`config.mk`:
```
export PLATFORM = sky130hd
export DESIGN_NAME = fabric_ccff_loader
export DESIGN_NICKNAME = d
export VERILOG_FILES = /design/src/rtl/fabric_ccff_loader.sv
export SDC_FILE = /design/constraint.sdc
export NUM_CORES = 1
export LEC_CHECK = 0
export ABC_AREA = 1
export CAP_MARGIN = 20
export CORE_MARGIN = 2
export CORE_UTILIZATION = 50
export CTS_CLUSTER_SIZE = 28
export DETAILED_ROUTE_END_ITERATION = 6
export PLACE_DENSITY = 0.72
export SETUP_SLACK_MARGIN = 0.4
export SKIP_LAST_GASP = 1
export SLEW_MARGIN = 20
export SYNTH_ARGS = -nofsm -noshare
export SYNTH_HDL_FRONTEND = slang
export SYNTH_SLANG_ARGS = --single-unit
```
`constraint.sdc`:
```
create_clock -name prog_clk -period 1.4 [get_ports prog_clk]
set_input_delay 0.21 -clock prog_clk [delete_from_list [all_inputs] [get_ports prog_clk]]
set_output_delay 0.21 -clock prog_clk [all_outputs]
set_load 0.05 [all_outputs]
```
`src/rtl/fabric_ccff_loader.sv`:
```
// -----------------------------------------------------------------------------
// fabric_ccff_loader
//
// Purpose:
//   Loads the configuration chain (ccff_head -> ccff_tail) of a run of fabric
//   tiles. Configuration words arrive over a valid/ready handshake. Each word is
//   shifted out LSB-first onto ccff_head, one bit for each cycle that
//   ccff_shift_en is high. The load stops after exactly CHAIN_LEN bits.
//
// Optional feature (macro FABRIC_CCFF_LOADER_READBACK_EN):
//   After the load, the chain is rotated once more, for CHAIN_LEN cycles, with
//   ccff_tail fed back into ccff_head. The parity of the bits read back is
//   compared with the parity of the bits loaded. A mismatch raises err in DONE.
//   Without the macro there is no VERIFY state and err is tied low.
//
// Ports:
//   prog_clk       programming clock, all state updates on its rising edge
//   pReset         synchronous active-low reset
//   start          begin a load (honoured in IDLE or DONE only)
//   cfg_data       configuration word, bit 0 shifted first
//   cfg_valid      cfg_data is valid
//   cfg_ready      loader accepts a word this cycle (state == LOAD)
//   ccff_head      serial data into the chain
//   ccff_shift_en  chain clock-gate enable, one chain shift per high cycle
//   ccff_tail      serial data from the end of the chain
//   busy           high in LOAD, SHIFT and VERIFY
//   done           load complete, held in DONE
//   err            readback parity mismatch (optional feature)
// -----------------------------------------------------------------------------
module fabric_ccff_loader #(
  parameter int CHAIN_LEN = 24,
  parameter int WORD_W    = 8,
  parameter int CNT_W     = 16
) (
  input  logic              prog_clk,
  input  logic              pReset,
  input  logic              start,
  input  logic [WORD_W-1:0] cfg_data,
  input  logic              cfg_valid,
  output logic              cfg_ready,
  output logic              ccff_head,
  output logic              ccff_shift_en,
  input  logic              ccff_tail,
  output logic              busy,
  output logic              done,
  output logic              err
);

  localparam int IDX_W = (WORD_W > 1) ? $clog2(WORD_W) : 1;

  typedef enum logic [2:0] {
    S_IDLE,
    S_LOAD,
    S_SHIFT,
    S_VERIFY,
    S_DONE
  } state_e;

  state_e            state_q;
  logic [CNT_W-1:0]  bit_cnt_q;
  logic [CNT_W-1:0]  bit_cnt_d;
  logic [IDX_W-1:0]  idx_q;
  logic [IDX_W-1:0]  idx_d;
  logic [WORD_W-1:0] shreg_q;
  logic [WORD_W-1:0] shreg_d;
  logic              head_q;
  logic              last_bit;
  logic              last_idx;

`ifdef FABRIC_CCFF_LOADER_READBACK_EN
  logic              load_par_q;
  logic              tail_par_q;
  logic              err_q;
`endif

  assign bit_cnt_d = bit_cnt_q + CNT_W'(1);
  assign idx_d     = idx_q + IDX_W'(1);
  assign shreg_d   = shreg_q >> 1;
  // The terminal compare stops the counter at CHAIN_LEN, so it never wraps.
  assign last_bit  = (bit_cnt_q == CNT_W'(CHAIN_LEN - 1));
  assign last_idx  = (idx_q == IDX_W'(WORD_W - 1));

  // Main sequencer. Reset has priority and aborts any load in progress.
  always_ff @(posedge prog_clk) begin
    if (!pReset) begin
      state_q    <= S_IDLE;
      bit_cnt_q  <= '0;
      idx_q      <= '0;
      shreg_q    <= '0;
      head_q     <= 1'b0;
`ifdef FABRIC_CCFF_LOADER_READBACK_EN
      load_par_q <= 1'b0;
      tail_par_q <= 1'b0;
      err_q      <= 1'b0;
`endif
    end else begin
      case (state_q)
        S_IDLE, S_DONE: begin
          if (start) begin
            state_q    <= S_LOAD;
            bit_cnt_q  <= '0;
`ifdef FABRIC_CCFF_LOADER_READBACK_EN
            load_par_q <= 1'b0;
            err_q      <= 1'b0;
`endif
          end
        end
        S_LOAD: begin
          if (cfg_valid) begin
            shreg_q <= cfg_data;
            idx_q   <= '0;
            state_q <= S_SHIFT;
          end
        end
        S_SHIFT: begin
          head_q    <= shreg_q[0];
          shreg_q   <= shreg_d;
          bit_cnt_q <= bit_cnt_d;
          idx_q     <= idx_d;
`ifdef FABRIC_CCFF_LOADER_READBACK_EN
          load_par_q <= load_par_q ^ shreg_q[0];
`endif
          // The chain end wins over the word end: leftover word bits are dropped.
          if (last_bit) begin
`ifdef FABRIC_CCFF_LOADER_READBACK_EN
            state_q    <= S_VERIFY;
            bit_cnt_q  <= '0;
            tail_par_q <= 1'b0;
`else
            state_q    <= S_DONE;
`endif
          end else if (last_idx) begin
            state_q <= S_LOAD;
          end
        end
`ifdef FABRIC_CCFF_LOADER_READBACK_EN
        // The chain is rotated once so it ends holding its loaded contents,
        // and the parity of everything read back is accumulated.
        S_VERIFY: begin
          head_q     <= ccff_tail;
          bit_cnt_q  <= bit_cnt_d;
          tail_par_q <= tail_par_q ^ ccff_tail;
          if (last_bit) begin
            err_q   <= (tail_par_q ^ ccff_tail) != load_par_q;
            state_q <= S_DONE;
          end
        end
`endif
        default: state_q <= S_IDLE;
      endcase
    end
  end

  // Outputs are decoded from the registered state. ccff_head keeps its last
  // driven value whenever the chain is not shifting.
  always_comb begin
    ccff_head = head_q;
    if (state_q == S_SHIFT) begin
      ccff_head = shreg_q[0];
    end
`ifdef FABRIC_CCFF_LOADER_READBACK_EN
    else if (state_q == S_VERIFY) begin
      ccff_head = ccff_tail;
    end
`endif
  end

  assign cfg_ready = (state_q == S_LOAD);
  assign done      = (state_q == S_DONE);

`ifdef FABRIC_CCFF_LOADER_READBACK_EN
  assign ccff_shift_en = (state_q == S_SHIFT) || (state_q == S_VERIFY);
  assign busy          = (state_q == S_LOAD) || (state_q == S_SHIFT) ||
                         (state_q == S_VERIFY);
  assign err           = err_q;
`else
  assign ccff_shift_en = (state_q == S_SHIFT);
  assign busy          = (state_q == S_LOAD) || (state_q == S_SHIFT);
  // The tail is only observed by readback. Keep it referenced, with err held low.
  assign err           = ccff_tail & 1'b0;
`endif

endmodule
```
==> results of run 1 <==
per-layer routing:
layer  share of wire  vias up  global-route usage
li1                -      922                   -
met1            0.37      971               0.305
met2            0.49      125               0.462
met3           0.069       39              0.0707
met4           0.071        0               0.144
met5               0        -                   0
flip-flops by register name (all words and copies together) (netlist names):
name       flops
shreg_q        8
state_q        3
head_q         1
bit_cnt_q     16
idx_q          3
through the flow:
step / utilization / instances / instance area (µm²) / hold slack, ps / total power [µW]
after floorplan: - / 249 / 1760 / 348 / 1880
after global placement: 0.625 / 315 / 2050 / 441 / 2290
after detailed placement: 0.625 / 315 / 2050 / 443 / 2310
after CTS: 0.753 / 343 / 2470 / 459 / 3270
after global routing: 0.848 / 351 / 2790 / 491 / 3910
final: 0.848 / 351 / 2790 / 479 / 3790
cell usage after synthesis (all sizes together), types with 2 or more instances:
| cell type | instances | area share |
|---|---|---|
| a211oi | 5 | 0.028 |
| a21oi | 29 | 0.086 |
| buf | 6 | 0.031 |
| clkbuf | 2 | 0.0044 |
| dfxtp | 31 | 0.37 |
| ha | 3 | 0.022 |
| inv | 31 | 0.069 |
| nand2 | 67 | 0.15 |
| nand3 | 12 | 0.046 |
| nand4 | 3 | 0.011 |
| nor2 | 24 | 0.061 |
| nor3 | 4 | 0.022 |
| o21ai | 25 | 0.074 |
| or2 | 2 | 0.0074 |
worst paths after layout:
kind / endpoint / slack [ps]
max: shreg_q[5] / -220
min: shreg_q[6] / 480
max reg2reg: shreg_q[5] / -220
min reg2reg: shreg_q[6] / 480
worst reg2reg max path, cell delays in order, from the launching register on:
cell,delay (ps)
dfxtp_2,340
inv_4,90
nand3_4,90
buf_4,150
buf_8,130
buf_12,120
buf_16,130
o21ai_1,170
o21ai_2,100
a21oi_1,210
final cells by class:
cell class,count,area (µm²)
repair inverters,1,8.76
clock inverters,3,15.0
flip-flops and latches,31,641
repair buffers,55,648
inverters,32,148
well taps,46,57.6
clock buffers,5,37.5
fillers,154,499
multi-input cells,178,1230
cell families after synthesis:
family | Yosys count | synth area share
AOI/OAI and AO/OA | 61 | 0.196
adders and majority gates | 3 | 0.0222
buffers and inverters | 40 | 0.107
DFF | 31 | 0.368
other | 1 | 0.00222
and+or+nand+nor | 113 | 0.305
power by group through the flow:
stage	Combinational (µW)	Clock, µW	Sequential [µW]
after floorplan	813	0	1070
after global placement	1220	0	1070
after detailed placement	1230	0	1080
after CTS	1670	536	1060
after global routing	2250	570	1090
final	2180	532	1090
what timing repair did:
action,CTS,global route
cloned,4,1
setup endpoints to repair,36,36
resized for setup,55,58
setup buffers,16,7
pin swaps,9,27
==> impl_metrics.csv, run 1 <==
group,metric,value,unit
clocking,cts-root-buf,"clkbuf_4",
power,p_sw,1610,µW
power,power_frac_comb,0.574,
clocking,cts_tree,"yes",
routing,vias,2057,
sta,max_freq,618,MHz
setup_path,crit_arrival,1880,ps
setup_path,crit_chain,"inv_4 -> nand3_4 -> buf_4 -> buf_8 -> buf_12 -> buf_16 -> o21ai_1 -> o21ai_2 -> a21oi_1",
power,switching_share,0.425,
layout,nets,320,
sta,fin_crit_sh,1.16,
setup_path,required,1660,ps
clocking,clkTransAtPathRegs,110,ps
synthesis,avgSynthCellArea,6.78,µm²
setup_path,crit_path_max_incr_delay,340,ps
routing,drt_first_pass_iters,7,
layout,layout-drive-gt1-share,0.475,
clocking,cts_max_level,2,
global_routing,grt-ovfl-total,0,
floorplan,num_rows,21,
setup_path,critPathLaunchType,"flop",
routing,routedWlPerCell,19.0,µm
run,drv_cap,0,
clocking,cts_buffers,5,
synthesis,synth_cells,249,
layout,area_growth,65.0,%
setup_path,reg2reg_depth,9,
routing,routed_via_density,5.86,
power,leakage,0.00113,µW
run_status,violations,"negative setup slack",
floorplan,die_area,3860,µm²
sta,rsz0062_at_grt,"true",
layout,antenna_cells,0,
power,vdd_drop_max,633,µV
placement,gp_congestion,0.936,
setup_path,crit_fanout,6,
setup_path,crit_type,"reg -> reg",
power,p_int,2180,µW
placement,io_buffers,16,
run_status,status,"finished, violations left",
sta,period_minus_slack,1620,ps
routing,ant_nets,0,
routing,drc,0,
routing,initialDrtViolationCount,198,
setup_path,crit_family,"buffers and inverters",
setup_path,critPathLaunch,"state_q[0]",
placement,dp_slack,-20.8,ps
sta,setup_violations,23,
layout,final_common_cell,"nand2_1",
placement,dp_hpwl,2660,µm
power,power.density,1360,nW/µm²
worst_hold_path,hold_path.class,"reg -> reg",
setup_path,crit_cells,9,
floorplan,die_y,62.1,µm
sta,report.final.slew_viol_count,0,
floorplan,die_x,62.1,µm
synthesis,synth_nets,265,
sta,setup_slack,-219,ps
power,clkPwrFrac,0.140,
global_routing,grt_max_degree,13,
floorplan,core,3280,µm²
sta,finalSetupTns,-2310,ps
power,seq_power_share,0.286,
setup_path,r2r_start,"state_q[0]",
synthesis,synth_sequential_area_ratio,0.368,
synthesis,synth-seq-cells,31,
clocking,insertion_delay,360,ps
global_routing,antenna_found_initial,0,
global_routing,grt.total_usage,0.269,
global_routing,grt_pass1_wl,8140,µm
setup_path,slowest_stage,"dfxtp_2",
worst_hold_path,min_from,"shreg_q[6]",
synthesis,synth_cell_types,30,
synthesis,dominantRegCellSynth,"dfxtp_1",
synthesis,yosys_warnings,0,
floorplan,io_pins,19,
sta,hold_viol,0,
synthesis,synth-async-reset-ratio,0,
clocking,hold_buffers,0,
setup_path,critPathCaptureType,"flop",
global_routing,grt_pass1_vias,1798,
worst_hold_path,hold_depth,2,
clocking,clkSinkCount,31,
synthesis,syn_area,1690,µm²
setup_path,crit_buf_inv,5,
sta,fin_skew,13.4,ps
synthesis,synth_edf_count,0,
routing,wirelength,6670,µm
clocking,cts_buffer_depth,2,
floorplan,start_util,0.514,
layout,mostFrequentLayoutCells,"48 x nand2_1, 22 x buf_4, 21 x inv_1, 21 x dfxtp_1",
Power figures use the tool's default switching activity.
==> run 2: changes to the inputs <==
--- a/config.mk
+++ b/config.mk
@@ -7,7 +7,6 @@
 export LEC_CHECK = 0
 export ABC_AREA = 1
 export CAP_MARGIN = 20
-export CORE_MARGIN = 2
 export CORE_UTILIZATION = 50
 export CTS_CLUSTER_SIZE = 28
 export DETAILED_ROUTE_END_ITERATION = 6
==> impl_metrics.csv, run 2 (synthesis results as in run 1) <==
group,metric,value,unit
setup_path,required,1190,ps
layout,final_common_cell,"nand2_1",
layout,largest-register,"bit_cnt_q",
layout,reg.largest.list,"bit_cnt_q (16), shreg_q (8)",
floorplan,num_rows,20,
clocking,clkTransAtPathRegs,140,ps
global_routing,antenna_found_initial,0,
sta,fin_skew,29.8,ps
clocking,hold_buffers,0,
power,seq_power_share,0.253,
placement,gp_congestion,0.922,
sta,setup_violations,31,
power,vdd_drop_max,968,µV
sta,report.final.slew_viol_count,0,
sta,hold_viol,0,
power,power.density,1440,nW/µm²
clocking,cts-root-buf,"clkbuf_4",
clocking,cts_max_level,2,
layout,area_growth,76.1,%
sta,rsz0062_at_grt,"true",
power,p_int,2480,µW
layout,nFillCells,84,
layout,antenna_cells,0,
setup_path,slowest_stage,"dfxtp_2",
routing,routedWlPerCell,24.1,µm
power,switching_share,0.418,
placement,dp_hpwl,2570,µm
floorplan,core,3130,µm²
run,drv_cap,0,
routing,initialDrtViolationCount,268,
floorplan,die_x,60.1,µm
global_routing,grt.total_usage,0.298,
power,p_sw,1780,µW
routing,wirelength,8680,µm
layout,mostFrequentLayoutCells,"45 x nand2_1, 30 x buf_4, 20 x dfxtp_1",
power,leakage,0.00124,µW
setup_path,cpMostUsedCell,"inv_4",
floorplan,io_pins,19,
routing,routed_via_density,6.60,
routing,drt_first_pass_iters,6,
routing,ant_nets,0,
layout,regArea,642,µm²
power,clkPwrFrac,0.194,
floorplan,die_y,60.1,µm
sta,fin_crit_sh,1.23,
clocking,insertion_delay,390,ps
layout,fin_util,0.950,
global_routing,grt_max_degree,18,
setup_path,crit_type,"reg -> out",
sta,period_minus_slack,1720,ps
power,power_frac_comb,0.553,
sta,setup_slack,-320,ps
setup_path,critPathLaunchType,"flop",
setup_path,crit_chain,"inv_4 -> nand3_4 -> inv_4 -> or2_4 -> inv_4 -> a21oi_4 -> buf_12",
floorplan,start_util,0.540,
setup_path,crit_fanout,4,
global_routing,grt_pass1_vias,1741,
clocking,cts_buffer_depth,2,
global_routing,grt_pass1_wl,7850,µm
layout,layout-drive-gt1-share,0.535,
setup_path,critPathCaptureType,"output port",
power,p_total,4270,µW
clocking,clkSinkCount,31,
layout,multi_input_area,1290,µm²
layout,largest_reg_flops,16,
setup_path,crit_path_max_incr_delay,350,ps
worst_hold_path,hold_path.class,"reg -> reg",
clocking,cts_tree,"yes",
layout,nets,331,
run_status,status,"finished, violations left",
routing,vias,2375,
placement,io_buffers,16,
clocking,cts_buffers,5,
setup_path,crit_arrival,1510,ps
floorplan,die_area,3610,µm²
routing,drc,0,
run_status,violations,"negative setup slack",
sta,max_freq,581,MHz
global_routing,grt-ovfl-total,0,
[run 2: cell count changes in the layout (fill, tap and decap cells not counted), sizes merged]
| cell | change |
|---|---|
| bufinv | +1 |
| clkinv | -2 |
| inv | +1 |
| buf | +10 |
| bufbuf | +1 |
[run 2: final timing paths]
kind              startpoint    endpoint  slack [ps]  depth (start not counted)
setup reg to reg  state_q[2]  shreg_q[1]        -170                          9
hold reg to reg   shreg_q[6]  shreg_q[6]         500                          2
setup / recovery  state_q[0]   ccff_head        -320                          7
hold / removal    shreg_q[6]  shreg_q[6]         500                          2
[run 2: what timing repair did]
action | in CTS | in global routing
setup buffers | 15 | 17
pin swaps | 17 | 27
cloned | 3 | 2
setup endpoints to repair | 36 | 36
gates resized for setup | 73 | 63
[run 2: area by class of cell]
cell class,count,share of cell area
Inverter,32,0.0514
Multi-Input combinational cell,178,0.434
Timing Repair Buffer,65,0.244
Clock inverter,2,0.0118
Timing Repair inverter,2,0.00758
Clock buffer,6,0.0173
Sequential cell,31,0.216
Tap cell,44,0.0185
[run 2: through the flow]
stage | setup slack [ps] | instance area (µm²) | hold slack, ps | std cells | setup TNS (ps)
finish | -320 | 2970 | 497 | 360 | -3490
floorplan | -85.7 | 1760 | 348 | 249 | -621
CTS | -140 | 2610 | 460 | 341 | -368
global route | -380 | 2970 | 514 | 360 | -5160
global placement | 56.0 | 2070 | 441 | 315 | 0
detailed placement | 39.5 | 2070 | 447 | 315 | 0
[run 2: power groups by stage]
| stage | Clock [µW] | Sequential [µW] | Combinational [µW] |
|---|---|---|---|
| floorplan | 0 | 1070 | 813 |
| global placement | 0 | 1070 | 1220 |
| detailed placement | 0 | 1080 | 1230 |
| CTS | 765 | 1060 | 1740 |
| global route | 836 | 1090 | 2450 |
| finish | 826 | 1080 | 2360 |
[run 2: critical path: cells and delay by family (launching register included)]
kind	cells	cell delay (ps)
AO/OA/AOI/OAI	1	180
AND/OR/NAND/NOR	2	210
buffers and inverters	4	380
flip-flops	1	350
[run 2: routing by layer]
layer / up-vias / wire length [µm] / global-route usage
li1: 946 / - / -
met1: 1076 / 3180 / 0.348
met2: 253 / 3820 / 0.523
met3: 100 / 948 / 0.0541
met4: 0 / 722 / 0.133
met5: - / 0 / 0
